### src/rtl/peripheral_irq_controller.sv
// peripheral_irq_controller
//   Interrupt controller for the peripheral IRQ vector (pwm[3:0], uart[3:0],
//   gpio[1:0] by default). Each source has an enable bit and a level/edge
//   mode select. Pending bits are sticky with write-1-to-clear for edge
//   sources. The lowest-index active source wins. The block drives one
//   registered core interrupt line and the index of the winning source.
//
// Ports
//   wb_clk_i                  clock; the only clock
//   wb_rst_i                  synchronous active-high reset
//   peripheralBus_we/oe       write / read strobes
//   peripheralBus_busy        tied 0
//   peripheralBus_address     byte address; [23:12] selects the block, [11:0] is the offset
//   peripheralBus_byteSelect  write byte lanes
//   peripheralBus_dataWrite   write data
//   peripheralBus_dataRead    read data; 0 when the block is not selected
//   requestOutput             selected & oe, used by the top-level read mux
//   peripheral_irq            raw interrupt sources, synchronous to wb_clk_i
//   irq_out                   registered core interrupt
//   irq_id                    registered index of the winning active source
//
// Register map (offset)
//   0x00 ENABLE   rw
//   0x04 EDGE     rw, 1 = rising edge, 0 = level
//   0x08 PENDING  r, write 1 to clear (edge sources only)
//   0x0C ACTIVE   r, PENDING & ENABLE
//   0x10 CLAIM    r, bit31 = valid, [4:0] = lowest active index
//   0x14 CONTROL  rw, bit0 = global enable
module peripheral_irq_controller #(
  parameter logic [7:0]  ID      = 8'h04,
  parameter int unsigned SOURCES = 10
) (
  input  logic               wb_clk_i,
  input  logic               wb_rst_i,
  input  logic               peripheralBus_we,
  input  logic               peripheralBus_oe,
  output logic               peripheralBus_busy,
  input  logic [23:0]        peripheralBus_address,
  input  logic [3:0]         peripheralBus_byteSelect,
  input  logic [31:0]        peripheralBus_dataWrite,
  output logic [31:0]        peripheralBus_dataRead,
  output logic               requestOutput,
  input  logic [SOURCES-1:0] peripheral_irq,
  output logic               irq_out,
  output logic [4:0]         irq_id
);

  logic [SOURCES-1:0] r_enable;
  logic [SOURCES-1:0] r_edge;
  logic [SOURCES-1:0] r_pending;
  logic               r_control;
  logic [SOURCES-1:0] r_irq_s;
  logic [SOURCES-1:0] r_irq_d;
  logic               r_irq_out;
  logic [4:0]         r_irq_id;

  logic               w_sel;
  logic               w_wr;
  logic [11:0]        w_off;
  logic [31:0]        w_wmask;
  logic [SOURCES-1:0] w_lmask;
  logic [SOURCES-1:0] w_wdata_s;
  logic [SOURCES-1:0] w_clr;
  logic [SOURCES-1:0] w_rise;
  logic [SOURCES-1:0] w_active;
  logic [SOURCES-1:0] w_pend_next;
  logic               w_any;
  logic [4:0]         w_id;
  logic [31:0]        w_rdata;
  logic               w_unused;

  assign w_sel     = (peripheralBus_address[23:12] == {4'h0, ID});
  assign w_off     = peripheralBus_address[11:0];
  assign w_wr      = peripheralBus_we & w_sel;
  assign w_wmask   = {{8{peripheralBus_byteSelect[3]}}, {8{peripheralBus_byteSelect[2]}},
                      {8{peripheralBus_byteSelect[1]}}, {8{peripheralBus_byteSelect[0]}}};
  assign w_lmask   = w_wmask[SOURCES-1:0];
  assign w_wdata_s = peripheralBus_dataWrite[SOURCES-1:0];

  // Bits above SOURCES-1 and unused byte lanes carry no state.
  assign w_unused  = ^{peripheralBus_dataWrite, w_wmask};

  assign w_clr  = (w_wr && (w_off == 12'h008)) ? (w_wdata_s & w_lmask) : '0;
  assign w_rise = r_irq_s & ~r_irq_d;

  // Edge sources are sticky (a new rise beats a same-cycle clear); level
  // sources simply follow the synchronised input.
  assign w_pend_next = (r_edge & (w_rise | (r_pending & ~w_clr))) | (~r_edge & r_irq_s);

  assign w_active = r_pending & r_enable;
  assign w_any    = |w_active;

  // Scan from the top down so the lowest set index is the last assignment.
  always_comb begin
    w_id = '0;
    for (int unsigned i = SOURCES; i > 0; i--) begin
      if (w_active[i-1]) w_id = 5'(i - 1);
    end
  end

  always_comb begin
    w_rdata = '0;
    if (w_sel) begin
      case (w_off)
        12'h000: w_rdata = 32'(r_enable);
        12'h004: w_rdata = 32'(r_edge);
        12'h008: w_rdata = 32'(r_pending);
        12'h00C: w_rdata = 32'(w_active);
        12'h010: w_rdata = {w_any, 26'd0, w_id};
        12'h014: w_rdata = {31'd0, r_control};
        default: w_rdata = '0;
      endcase
    end
  end

  always_ff @(posedge wb_clk_i) begin
    if (wb_rst_i) begin
      r_enable  <= '0;
      r_edge    <= '0;
      r_pending <= '0;
      r_control <= 1'b0;
      r_irq_s   <= '0;
      r_irq_d   <= '0;
      r_irq_out <= 1'b0;
      r_irq_id  <= '0;
    end else begin
      r_irq_s   <= peripheral_irq;
      r_irq_d   <= r_irq_s;
      r_pending <= w_pend_next;
      r_irq_out <= r_control & w_any;
      r_irq_id  <= w_id;
      if (w_wr && (w_off == 12'h000)) r_enable <= (r_enable & ~w_lmask) | (w_wdata_s & w_lmask);
      if (w_wr && (w_off == 12'h004)) r_edge   <= (r_edge & ~w_lmask) | (w_wdata_s & w_lmask);
      if (w_wr && (w_off == 12'h014) && peripheralBus_byteSelect[0]) r_control <= peripheralBus_dataWrite[0];
    end
  end

  assign peripheralBus_busy     = 1'b0;
  assign peripheralBus_dataRead = w_rdata;
  assign requestOutput          = peripheralBus_oe & w_sel;
  assign irq_out                = r_irq_out;
  assign irq_id                 = r_irq_id;

endmodule

### config.mk
export PLATFORM = sky130hd
export DESIGN_NAME = peripheral_irq_controller
export DESIGN_NICKNAME = d
export VERILOG_FILES = /design/src/rtl/peripheral_irq_controller.sv
export SDC_FILE = /design/constraint.sdc
export NUM_CORES = 1
export LEC_CHECK = 0
export ABC_AREA = 1
export CAP_MARGIN = 20
export CORE_AREA = 2 2 110 69
export CTS_BUF_LIST = sky130_fd_sc_hd__clkbuf_16
export DETAILED_ROUTE_END_ITERATION = 16
export DIE_AREA = 0 0 112 71
export PLACE_DENSITY = 0.82
export REMOVE_ABC_BUFFERS = 1
export SKIP_CTS_REPAIR_TIMING = 1
export SYNTH_ARGS = -nofsm -noshare
export SYNTH_HDL_FRONTEND = slang
export SYNTH_SLANG_ARGS = --single-unit
export TNS_END_PERCENT = 20
### constraint.sdc
create_clock -name wb_clk_i -period 1.9 [get_ports wb_clk_i]
set_input_delay 0.285 -clock wb_clk_i [delete_from_list [all_inputs] [get_ports wb_clk_i]]
set_output_delay 0.285 -clock wb_clk_i [all_outputs]
set_load 0.005 [all_outputs]
==> flow_results.org <==
** Power and ir drop
- Total leakage power :: 2.357 nW
- Across the VDD grid, the largest voltage drop is 0.3697 mV.
- Power spread over the standard cell area amounts to 530.4 nW/um^2.

** Synth
- Ranked by total cell area, the synthesized netlist is headed by sky130_fd_sc_hd__dfxtp_1 (38%), sky130_fd_sc_hd__nand2_1 (15%), sky130_fd_sc_hd__nor2_1 (11%).
- Number of synthesis warnings :: 0
- Library cells used by synthesis :: 31
- Post-synthesis sequential area ratio :: 0.3779
- Gate count after technology mapping :: 464
- Post-synth top area share :: 0.3779
- In this run the cell area of the synthesized design comes to 2967 um^2.
- The synthesized design contains 56 register bits.
- Averaged over all synthesized cells, the footprint is 6.394 um^2.
- Dominant cell type by area after synthesis :: sky130_fd_sc_hd__dfxtp_1

** CTS
- Total clock buffers created by CTS :: 5
- In this run the number of H-tree levels came out at 2.
- The clock reaches the later pin of the worst-skew pair after 0.29 ns.
- The clock passes through at most 2 buffers.
- After clock tree synthesis, the clock-pin slew on the worst setup and hold paths is 0.07 ns.
- For this design, the sink count on the clock tree is 56.
- Cell at the root of the clock tree :: sky130_fd_sc_hd__clkbuf_16
- Clock tree from TritonCTS :: built

** Floorplan
- For this configuration, the core starts out at a cell density of 0.4222.
- The die is 112 um wide.
- The region available for standard cell placement spans 7027 um^2.
- The floorplan has 24 rows.
- Chip Height :: 71 um
- DIE AREA :: 7952 um^2
- IO Count :: 114

** Cells and area
- Combined area of the multi-input logic cells :: 1694 um^2
- Counting the fill cells in the layout gives 603.
- 0 antenna diodes ended up in the layout.
- For this run, the post-layout net count is 657.
- Relative to the synthesized area, the layout overhead comes to 50.91%.
- Summing all flip-flop and latch instances after layout gives 1121 um^2.
- Fraction of final layout cells with drive strength greater than 1 :: 0.2586

** Drt
- For this block, the initial DRC count from the detailed router was 297.
- Met3 routed WL :: 749 um
- Met2 wire len :: 4417 um
- In the final routing, the length of wire on met1 measures 3896 um.
- Dividing the detail-routed wire length by the instance count gives 13.84 um.
- Uppermost routed layer :: met4
- Number of vias per cell after detailed routing :: 4.913
- For this run, design rule violations remaining after detail routing come to 0.
- Post-detailed-route count of antenna-violating nets :: 0
- Vias :: 3316
- Total Routed Length :: 9339 um
- The pre-antenna-repair detailed-routing pass consisted of 6 iterations.

** STA
- Across all setup checks in the final design, the least slack found is -0.1086 ns.
- Static timing analysis puts the maximum clock frequency at 0.4979 GHz.
- Hold timing on the final database bottoms out at a slack of 0.4152 ns.
- Clock skew on the completed layout was measured at 0.007234 ns.
- In the finished design, the share of the clock period the worst path needs comes to 1.057.
- RSZ-0062 raised after global routing :: true
- Min Clock Period, post-route :: 2.009 ns
- Number of endpoints failing setup at the final stage :: 7
- Final TNS setup :: -0.2926 ns
- The max-slew violation count is 0.
- Number of hold violations in the final report :: 0

** Global routing
- The initial antenna violation count is 0.
- The via count of the first global-routing pass is 2935.
- Largest net degree at the start of global routing :: 24
- Total grt overflow :: 0
- Global-route wire length before repair :: 13020 um
- Global-route total usage across every layer :: 0.2012

** Setup path
- Worst-path maximum fanout :: 6
- The critical path is of the input port to primary output type.
- Critical path required time :: 1.62 ns
- The worst setup path is launched from an input port.
- Data arrival time of the critical path :: 1.72 ns
- STA classifies the critical path endpoint as a primary output.

** Min path
- The min-delay analysis places its worst path in the category register to register.

** Run status
- Failing checks :: setup timing
- The run finished, with violations left.

** Placement
- Input and output buffers added on the ports amount to 66.
- Detailed placement finished with a half-perimeter wire length of 6255 um.
- Before CTS, the worst setup slack after placement is -0.8059 ns.
- At the end of routability-driven placement, the weighted congestion stood at 0.9168.

** Run
- Max-cap violations :: 0
-- final cells by class --
class,instances,share of cell area
well taps,91,0.02543
clock inverters,3,0.003633
multi-input cells,320,0.3784
inverters,80,0.06987
repair buffers,120,0.2443
flip-flops and latches,56,0.2504
clock buffers,5,0.02795
-- cell usage after synthesis --
library cell               number
sky130_fd_sc_hd__dfxtp_1       56
sky130_fd_sc_hd__inv_1         74
sky130_fd_sc_hd__o21bai_1       1
sky130_fd_sc_hd__nand3_1       22
sky130_fd_sc_hd__clkinv_4       1
sky130_fd_sc_hd__o21ai_0       12
sky130_fd_sc_hd__nand2_1      116
sky130_fd_sc_hd__a21oi_1       16
sky130_fd_sc_hd__nor2_2         1
sky130_fd_sc_hd__nand3_4        1
sky130_fd_sc_hd__nor3_2         1
sky130_fd_sc_hd__inv_2          4
sky130_fd_sc_hd__nor2_1        84
sky130_fd_sc_hd__o31ai_1        1
sky130_fd_sc_hd__nand2_4        1
sky130_fd_sc_hd__nor3_1         9
sky130_fd_sc_hd__nor2_4         3
sky130_fd_sc_hd__buf_4         23
sky130_fd_sc_hd__o211ai_1       2
sky130_fd_sc_hd__o21ai_1        2
sky130_fd_sc_hd__nand4_1        3
sky130_fd_sc_hd__o22ai_1       14
sky130_fd_sc_hd__buf_6          1
sky130_fd_sc_hd__nor3b_2        1
sky130_fd_sc_hd__conb_1         1
sky130_fd_sc_hd__nand2_2        5
sky130_fd_sc_hd__buf_2          2
sky130_fd_sc_hd__clkinv_1       1
sky130_fd_sc_hd__clkbuf_1       1
sky130_fd_sc_hd__buf_1          3
sky130_fd_sc_hd__nor4_1         2
-- worst paths after layout --
kind,start,end,slack [ns],cells after the start
max,peripheralBus_address[3],peripheralBus_dataRead[6],-0.11,10
min,r_irq_s[9],r_irq_d[9],0.42,2
max reg2reg,r_pending[7],irq_out,0.68,7
min reg2reg,r_irq_s[9],r_irq_d[9],0.42,2
-- metal layers --
| metal | GRT usage | up-vias |
|---|---|---|
| met1 | 0.2660 | 1488 |
| met4 | 0.06098 | 0 |
| met2 | 0.3380 | 168 |
| met5 | 0 | - |
| met3 | 0.03942 | 36 |
| li1 | - | 1624 |
-- where the power goes --
group | total [mW] | leakage, nW | switching (mW) | internal (mW)
Sequential | 1.21 | 0.457 | 0.0102 | 1.20
Combinational | 0.251 | 1.82 | 0.129 | 0.122
Clock | 0.912 | 0.0764 | 0.429 | 0.483
Total | 2.37 | 2.36 | 0.567 | 1.81
-- through the flow --
step           power (mW)  instance area, um^2  std cells    util
2_1_floorplan       1.310                 2840        456       -
3_3_place_gp        1.463                 3905        650  0.5557
3_5_place_dp        1.470                 3905        650  0.5557
4_1_cts             2.355                 4046        658  0.5759
5_1_grt             2.447                 4477        675  0.6371
6_report            2.374                 4477        675  0.6371
-- critical path, cell delays in order --
cell and delay (ns):
sky130_fd_sc_hd__dlymetal6s2s_1 0.14, sky130_fd_sc_hd__inv_2 0.09, sky130_fd_sc_hd__buf_4 0.14, sky130_fd_sc_hd__nor2_2 0.23
sky130_fd_sc_hd__nand2_2 0.15, sky130_fd_sc_hd__buf_12 0.17, sky130_fd_sc_hd__o22ai_1 0.18, sky130_fd_sc_hd__nor2_1 0.12
sky130_fd_sc_hd__nor2_4 0.10, sky130_fd_sc_hd__buf_2 0.12
-- logic make-up after synthesis --
group | after synthesis | share of synthesized area
and+or+nand+nor | 249 | 0.3572
other | 1 | 0.001264
AOI/OAI and AO/OA | 48 | 0.09026
DFF | 56 | 0.3779
buffers and inverters | 110 | 0.1733
-- cells in the final DEF, fill, tap and decap left out, drive strengths merged --
master,netlist,routed
inv,78,80
nand2,122,122
nor3,10,10
o31ai,1,1
dlymetal6s2s,0,19
nor3b,1,1
clkinv,2,3
nor4,2,2
buf,29,60
conb,1,23
nor2,88,88
nand4,3,3
o22ai,14,14
dfxtp,56,56
nand3,23,23
a21oi,16,16
clkbuf,1,16
o21ai,14,14
clkdlybuf4s50,0,30
o21bai,1,1
o211ai,2,2
(Power assumes the default switching activity.)
